[src/rtl/fifo_burst_reader_pkg.sv]
// fifo_burst_reader_pkg: shared types and widths for the FIFO burst reader.
package fifo_burst_reader_pkg;
    localparam int DATA_W = 32;
    localparam int BURST_CNT_W = 16;
    typedef enum logic {IDLE, BURST} state_t;
    typedef struct packed {
        logic [DATA_W-1:0] data;
        logic last;
    } skid_entry_t;
endpackage

[src/rtl/fifo_burst_reader_if.sv]
// fifo_burst_reader_if: FIFO read-side and output stream signals of the burst reader.
interface fifo_burst_reader_if
    import fifo_burst_reader_pkg::*;
#(
    parameter int WID = DATA_W,
    parameter int DEPTH = 8,
    parameter int AWID = $clog2(DEPTH)
);
    logic fifo_empty;
    logic [AWID:0] fifo_count;
    logic [WID-1:0] fifo_dataout;
    logic fifo_readout;
    logic out_valid;
    logic [WID-1:0] out_data;
    logic out_last;
    logic out_ready;
    modport master (
        input fifo_empty, fifo_count, fifo_dataout, out_ready,
        output fifo_readout, out_valid, out_data, out_last
    );
    modport slave (
        output fifo_empty, fifo_count, fifo_dataout, out_ready,
        input fifo_readout, out_valid, out_data, out_last
    );
endinterface

[src/rtl/fifo_out_skid.sv]
// fifo_out_skid: 2-entry valid/ready skid buffer carrying {data,last}; e0 is the head.
module fifo_out_skid
    import fifo_burst_reader_pkg::*;
(
    input logic clk,
    input logic rst,
    input logic push,
    input skid_entry_t din,
    output logic out_valid,
    output skid_entry_t dout,
    input logic out_ready,
    output logic [1:0] cnt
);
    skid_entry_t e0, e1;
    logic deq;
    assign deq = out_valid && out_ready;
    assign out_valid = cnt != 2'd0;
    assign dout = e0;
    always_ff @(posedge clk) begin
        if (rst) begin
            cnt <= 2'd0;
            e0 <= '0;
            e1 <= '0;
        end else begin
            cnt <= cnt + 2'(push) - 2'(deq);
            if (push && (cnt == 2'd0 || (deq && cnt == 2'd1)))
                e0 <= din;
            else if (deq && cnt == 2'd2)
                e0 <= e1;
            if (push && ((cnt == 2'd1 && !deq) || (cnt == 2'd2 && deq)))
                e1 <= din;
        end
    end
endmodule

[src/rtl/fifo_burst_reader.sv]
// fifo_burst_reader: drains a sync FIFO into last-tagged bursts on a valid/ready stream.
// Optional idle timeout for short bursts: define FIFO_BURST_READER_TIMEOUT_EN.
module fifo_burst_reader
    import fifo_burst_reader_pkg::*;
#(
    parameter int WID = DATA_W,
    parameter int DEPTH = 8,
    parameter int AWID = $clog2(DEPTH)
`ifdef FIFO_BURST_READER_TIMEOUT_EN
    ,
    parameter int TIMEOUT = 16,
    parameter int TWID = $clog2(TIMEOUT + 1)
`endif
) (
    input logic clk,
    input logic rst,
    fifo_burst_reader_if.master bus,
    input logic [AWID:0] burst_len,
    input logic flush,
    output logic busy,
    output logic [BURST_CNT_W-1:0] burst_cnt
);
    state_t state, state_n;
    logic [AWID:0] remaining, remaining_n, bl;
    logic pop, timeout, start_short;
    logic [1:0] skid_cnt;
    skid_entry_t skid_in, skid_out;
    assign bl = burst_len == '0 ? (AWID+1)'(1) :
                burst_len > (AWID+1)'(DEPTH) ? (AWID+1)'(DEPTH) : burst_len;
`ifdef FIFO_BURST_READER_TIMEOUT_EN
    logic [TWID-1:0] timer;
    always_ff @(posedge clk) begin
        if (rst || state != IDLE || bus.fifo_empty)
            timer <= '0;
        else
            timer <= timer + 1'b1;
    end
    assign timeout = timer == TWID'(TIMEOUT - 1);
`else
    assign timeout = 1'b0;
`endif
    assign start_short = (flush || timeout) && !bus.fifo_empty;
    always_ff @(posedge clk) begin
        if (rst) begin
            state <= IDLE;
            remaining <= '0;
            burst_cnt <= '0;
        end else begin
            state <= state_n;
            remaining <= remaining_n;
            if (bus.out_valid && bus.out_ready && bus.out_last)
                burst_cnt <= burst_cnt + 1'b1;
        end
    end
    always_comb begin
        state_n = state;
        remaining_n = remaining;
        if (state == IDLE) begin
            if (bus.fifo_count >= bl) begin
                state_n = BURST;
                remaining_n = bl;
            end else if (start_short) begin
                state_n = BURST;
                remaining_n = bus.fifo_count;
            end
        end else if (pop) begin
            remaining_n = remaining - 1'b1;
            state_n = remaining == (AWID+1)'(1) ? IDLE : BURST;
        end
    end
    // Pop depends only on registered state and the FIFO flag, never on out_ready.
    always_comb begin
        pop = state == BURST && remaining != '0 && !bus.fifo_empty && skid_cnt != 2'd2;
        busy = state == BURST || skid_cnt != 2'd0;
    end
    assign bus.fifo_readout = pop;
    assign skid_in = '{data: bus.fifo_dataout, last: remaining == (AWID+1)'(1)};
    assign bus.out_data = skid_out.data;
    assign bus.out_last = skid_out.last;
    fifo_out_skid u_skid (
        .clk(clk),
        .rst(rst),
        .push(pop),
        .din(skid_in),
        .out_valid(bus.out_valid),
        .dout(skid_out),
        .out_ready(bus.out_ready),
        .cnt(skid_cnt)
    );
endmodule

[src/flat_wrapper.sv]
// flat-port wrapper written by rule: the top's interface ports become plain ports
module fifo_burst_reader_flat import fifo_burst_reader_pkg::*;
#(
    parameter int WID = DATA_W,
    parameter int DEPTH = 8,
    parameter int AWID = $clog2(DEPTH)

)
  (clk, rst, burst_len, flush, busy, burst_cnt, bus_fifo_empty, bus_fifo_count, bus_fifo_dataout, bus_out_ready, bus_fifo_readout, bus_out_valid, bus_out_data, bus_out_last);
  fifo_burst_reader_if #(.WID(WID), .DEPTH(DEPTH), .AWID(AWID)) bus_i ();
  input logic clk;
  input logic rst;
  input logic [AWID:0] burst_len;
  input logic flush;
  output logic busy;
  output logic [BURST_CNT_W-1:0] burst_cnt;
  input wire logic [$bits(bus_i.fifo_empty)-1:0] bus_fifo_empty;
  input wire logic [$bits(bus_i.fifo_count)-1:0] bus_fifo_count;
  input wire logic [$bits(bus_i.fifo_dataout)-1:0] bus_fifo_dataout;
  input wire logic [$bits(bus_i.out_ready)-1:0] bus_out_ready;
  output wire logic [$bits(bus_i.fifo_readout)-1:0] bus_fifo_readout;
  output wire logic [$bits(bus_i.out_valid)-1:0] bus_out_valid;
  output wire logic [$bits(bus_i.out_data)-1:0] bus_out_data;
  output wire logic [$bits(bus_i.out_last)-1:0] bus_out_last;
  assign bus_i.fifo_empty = bus_fifo_empty;
  assign bus_i.fifo_count = bus_fifo_count;
  assign bus_i.fifo_dataout = bus_fifo_dataout;
  assign bus_i.out_ready = bus_out_ready;
  assign bus_fifo_readout = bus_i.fifo_readout;
  assign bus_out_valid = bus_i.out_valid;
  assign bus_out_data = bus_i.out_data;
  assign bus_out_last = bus_i.out_last;
  fifo_burst_reader #(.WID(WID), .DEPTH(DEPTH), .AWID(AWID)) u_core (.clk(clk), .rst(rst), .bus(bus_i), .burst_len(burst_len), .flush(flush), .busy(busy), .burst_cnt(burst_cnt));
endmodule
[config.mk]
export PLATFORM = sky130hd
export DESIGN_NAME = fifo_burst_reader_flat
export DESIGN_NICKNAME = d
export VERILOG_FILES = /design/src/rtl/fifo_burst_reader_pkg.sv /design/src/rtl/fifo_burst_reader_if.sv /design/src/rtl/fifo_out_skid.sv /design/src/rtl/fifo_burst_reader.sv /design/src/flat_wrapper.sv
export SDC_FILE = /design/constraint.sdc
export NUM_CORES = 1
export LEC_CHECK = 0
export ABC_CLOCK_PERIOD_IN_PS = 7600
export CORE_UTILIZATION = 35
export CTS_BUF_LIST = sky130_fd_sc_hd__clkbuf_16
export CTS_CLUSTER_DIAMETER = 50
export CTS_CLUSTER_SIZE = 10
export DETAILED_ROUTE_END_ITERATION = 7
export PLACE_DENSITY = 0.6
export SLEW_MARGIN = 30
export SYNTH_ARGS = -nofsm -noshare
export SYNTH_HDL_FRONTEND = slang
export SYNTH_SLANG_ARGS = --single-unit
[constraint.sdc]
create_clock -name clk -period 7.6 [get_ports clk]
set_clock_uncertainty 0.2 [all_clocks]
set_input_delay 1.52 -clock clk [delete_from_list [all_inputs] [get_ports clk]]
set_output_delay 1.52 -clock clk [all_outputs]
set_load 0.03 [all_outputs]
==> flow_summary.ini <==
[place]
dpl_cell_area_sq_um = 5040
dp_hpwl_microns = 6310
gp_congestion = 0.738
numPortBuffers = 96

[clock_tree]
clk_path_buf_depth = 2
clk_pin_slew_ns = 0.06
postCtsSetupBuffers = 0
clk_latency_ns = 0.33
clk_root_buffer_cell = clkbuf_16
htreeDepth = 3
hold_buffers = 0
cts_made_buffers = 9
cts_tree = built
cts_resized = 0
clock-sinks = 89

[synthesis]
synth_cells = 496
syn-num-nets = 551
yosysWarnings = 0
ys_seq_area_share_pct = 44.4
synth-edff-count = 0
yosys.area.top_type = dfxtp_1
netlist.area_leader.share_pct = 44.4
syn_area_sq_um = 4010
synth-main-ff-cell = dfxtp_1
synth-seq-cells = 89
synth_cell_type_count = 48
async_flop_share_pct = 0
synthTopCellsByCount = nand2_1 (108), dfxtp_1 (89), nor2_1 (53), nand3_1 (41), a21oi_1 (39)
syn_area_per_cell_sq_um = 8.09
synth_most_common_cell = nand2_1
yosys-top-cells-area = dfxtp_1 (44%), nand2_1 (10%), a311oi_1 (7.6%), nand3_1 (5.1%), nor2_1 (5.0%)

[finish]
syn_to_final_growth_pct = 34.2
antennaDiodeCount = 0
drive_gt1_share_pct = 5.71
finalInstanceArea_sq_um = 5390
nNetsFinal = 628

[power_and_ir_drop]
p_total_mw = 1.42
power.leakage_nw = 1.82
ir_worst_vdd_v = 0.000124
p_per_area_nw_per_um2 = 264

[critical_path]
r2r-end = u_core.u_skid.cnt[1]
cpMostUsedCell = clkdlybuf4s50_1
r2r_cells = 10
cpPeakStageDelay_ns = 0.71
end_kind = primary output
rr_startpoint = u_core.u_skid.cnt[1]
worstPathCellList = clkdlybuf4s50_1 -> and2b_1 -> nand2_1 -> nor2_1 -> clkdlybuf4s50_1
arrival_ns = 3.36
worstSetupPathType = in2out
regToRegSetupSlack_ns = 5.05
worstPathRequired_ns = 5.88
crit_path_max_fanout = 4
critPathLaunchType = primary input
crit_slowest_cell = clkdlybuf4s50_1

[global_routing]
grt_overflow = 0
first_global_vias = 3440
grt_start_max_net_pins = 92
grt_usage_pct = 17.8
antenna_found_initial = 0
grt_pass1_wl_microns = 16800

[timing]
rsz0062_at_grt = false
drv_slew = 0
setup_viol = 0
min_period_ns = 5.08
relSlewSlack_pct = 35.3
finalHoldViolCount = 0
fin_tns_setup_ns = 0
max_freq_mhz = 197
period_share_pct = 66.8
tightestPinTransition_ns = 0.970

[route]
dr.pass1.iters = 4
drt-total-wl_microns = 10200
via_per_inst = 5.22
ant_nets = 0
wl_per_cell_microns = 14.3
vias = 3751
route.detailed.drc = 0
dr.first_iter.drc_count = 184

[min_path]
holdPathEnd = u_core.u_skid.e1[19]
hold_start = u_core.u_skid.e1[19]
hold_depth = 2
min_path_type = reg2reg

[floorplan]
die_y_microns = 109
num_rows = 38
start_util_pct = 36.5
io_pins = 97
die_x_microns = 109
die_area_sq_um = 11900
core_sq_um = 11000

[outcome]
status = completed

[job]
max-cap-violations = 0
-- flip-flops by register name, summed over array words and instances, names as in the netlist --
register / count
u_core.u_skid.e1: 33
u_core.u_skid.dout: 33
u_core.remaining: 4
u_core.state: 1
u_core.burst_cnt: 16
u_core.u_skid.cnt: 2
-- cells by family (layout without fill, tap and decap cells) --
| logic type | Yosys count | count (layout) | synth area share, % |
|---|---|---|---|
| multiplexers | 1 | 1 | 0.250 |
| AO/OA/AOI/OAI | 96 | 96 | 17.5 |
| AND/OR/NAND/NOR | 240 | 240 | 26.7 |
| XOR/XNOR | 15 | 15 | 3.28 |
| flip-flops | 89 | 89 | 44.4 |
| buffers and inverters | 45 | 127 | 4.71 |
| adder cells (fa/ha/maj) | 10 | 10 | 3.12 |
-- worst max-delay path: cells and delay by family --
kind                   cells  cell delay [ns]
AND/OR/NAND/NOR            3             0.61
buffers and inverters      2             1.22
-- worst max-delay path by stage --
stage	from	end	cells past startpoint
finish	bus_fifo_empty	bus_fifo_readout	5
global route	bus_fifo_empty	bus_fifo_readout	5
CTS	bus_fifo_empty	bus_fifo_readout	5
detailed placement	bus_fifo_empty	bus_fifo_readout	5
global placement	bus_fifo_empty	bus_fifo_readout	5
floorplan	bus_fifo_empty	bus_fifo_readout	3
-- placed cells by master, fill, tap and decap left out, types with 2 or more instances in the layout --
| cell | count |
|---|---|
| nor3b_1 | 2 |
| nand4_1 | 3 |
| nor2b_1 | 2 |
| a31oi_1 | 2 |
| and3_1 | 2 |
| a211o_1 | 2 |
| inv_1 | 9 |
| a311oi_1 | 35 |
| nand3_1 | 41 |
| nor3_1 | 6 |
| o21ai_1 | 4 |
| nand2_1 | 108 |
| clkinv_1 | 2 |
| xnor2_1 | 9 |
| buf_4 | 5 |
| nand2b_1 | 3 |
| ha_1 | 10 |
| bufinv_16 | 2 |
| o31ai_4 | 2 |
| o21ai_0 | 3 |
| and2_1 | 2 |
| clkdlybuf4s50_1 | 95 |
| xor2_1 | 6 |
| dfxtp_1 | 89 |
| a21oi_1 | 39 |
| clkinv_4 | 2 |
| nor2_1 | 53 |
| or3_1 | 5 |
| clkbuf_16 | 9 |
| nand3b_1 | 2 |
-- cell type report --
| class | count | area, sq um |
|---|---|---|
| clock buffer | 9 | 225 |
| clock inverter | 7 | 93.8 |
| fill | 1050 | 5600 |
| inverter | 9 | 33.8 |
| multi-input combinational | 362 | 2050 |
| sequential | 89 | 1780 |
| tap | 140 | 175 |
| timing repair buffer | 102 | 1020 |
-- per-stage QoR --
step | setup slack (ns) | cells | hold slack [ns] | utilization, %
6_report | 2.52 | 718 | 0.254 | 49.0
3_5_place_dp | 2.54 | 701 | 0.247 | 45.9
2_1_floorplan | 3.61 | 496 | 0.237 | -
4_1_cts | 2.51 | 717 | 0.256 | 48.8
5_1_grt | 2.45 | 718 | 0.276 | 49.0
3_3_place_gp | 2.58 | 701 | 0.241 | 45.9
-- where the power goes --
| part | switching (mW) | total (mW) | internal, mW |
|---|---|---|---|
| Clock | 0.183 | 0.471 | 0.288 |
| Sequential | 0.0370 | 0.546 | 0.509 |
| Combinational | 0.241 | 0.405 | 0.164 |
| Total | 0.461 | 1.42 | 0.962 |
-- routing by layer --
layer / GRT usage [%] / vias to the layer above / part of all wire (%)
met4: 4.63 / 0 / 0.66
met1: 23.7 / 1750 / 48
met3: 5.08 / 5 / 6.5
met5: 0 / - / 0
li1: - / 1891 / -
met2: 28.1 / 105 / 45
No activity file was read; power rests on OpenSTA's default activity.
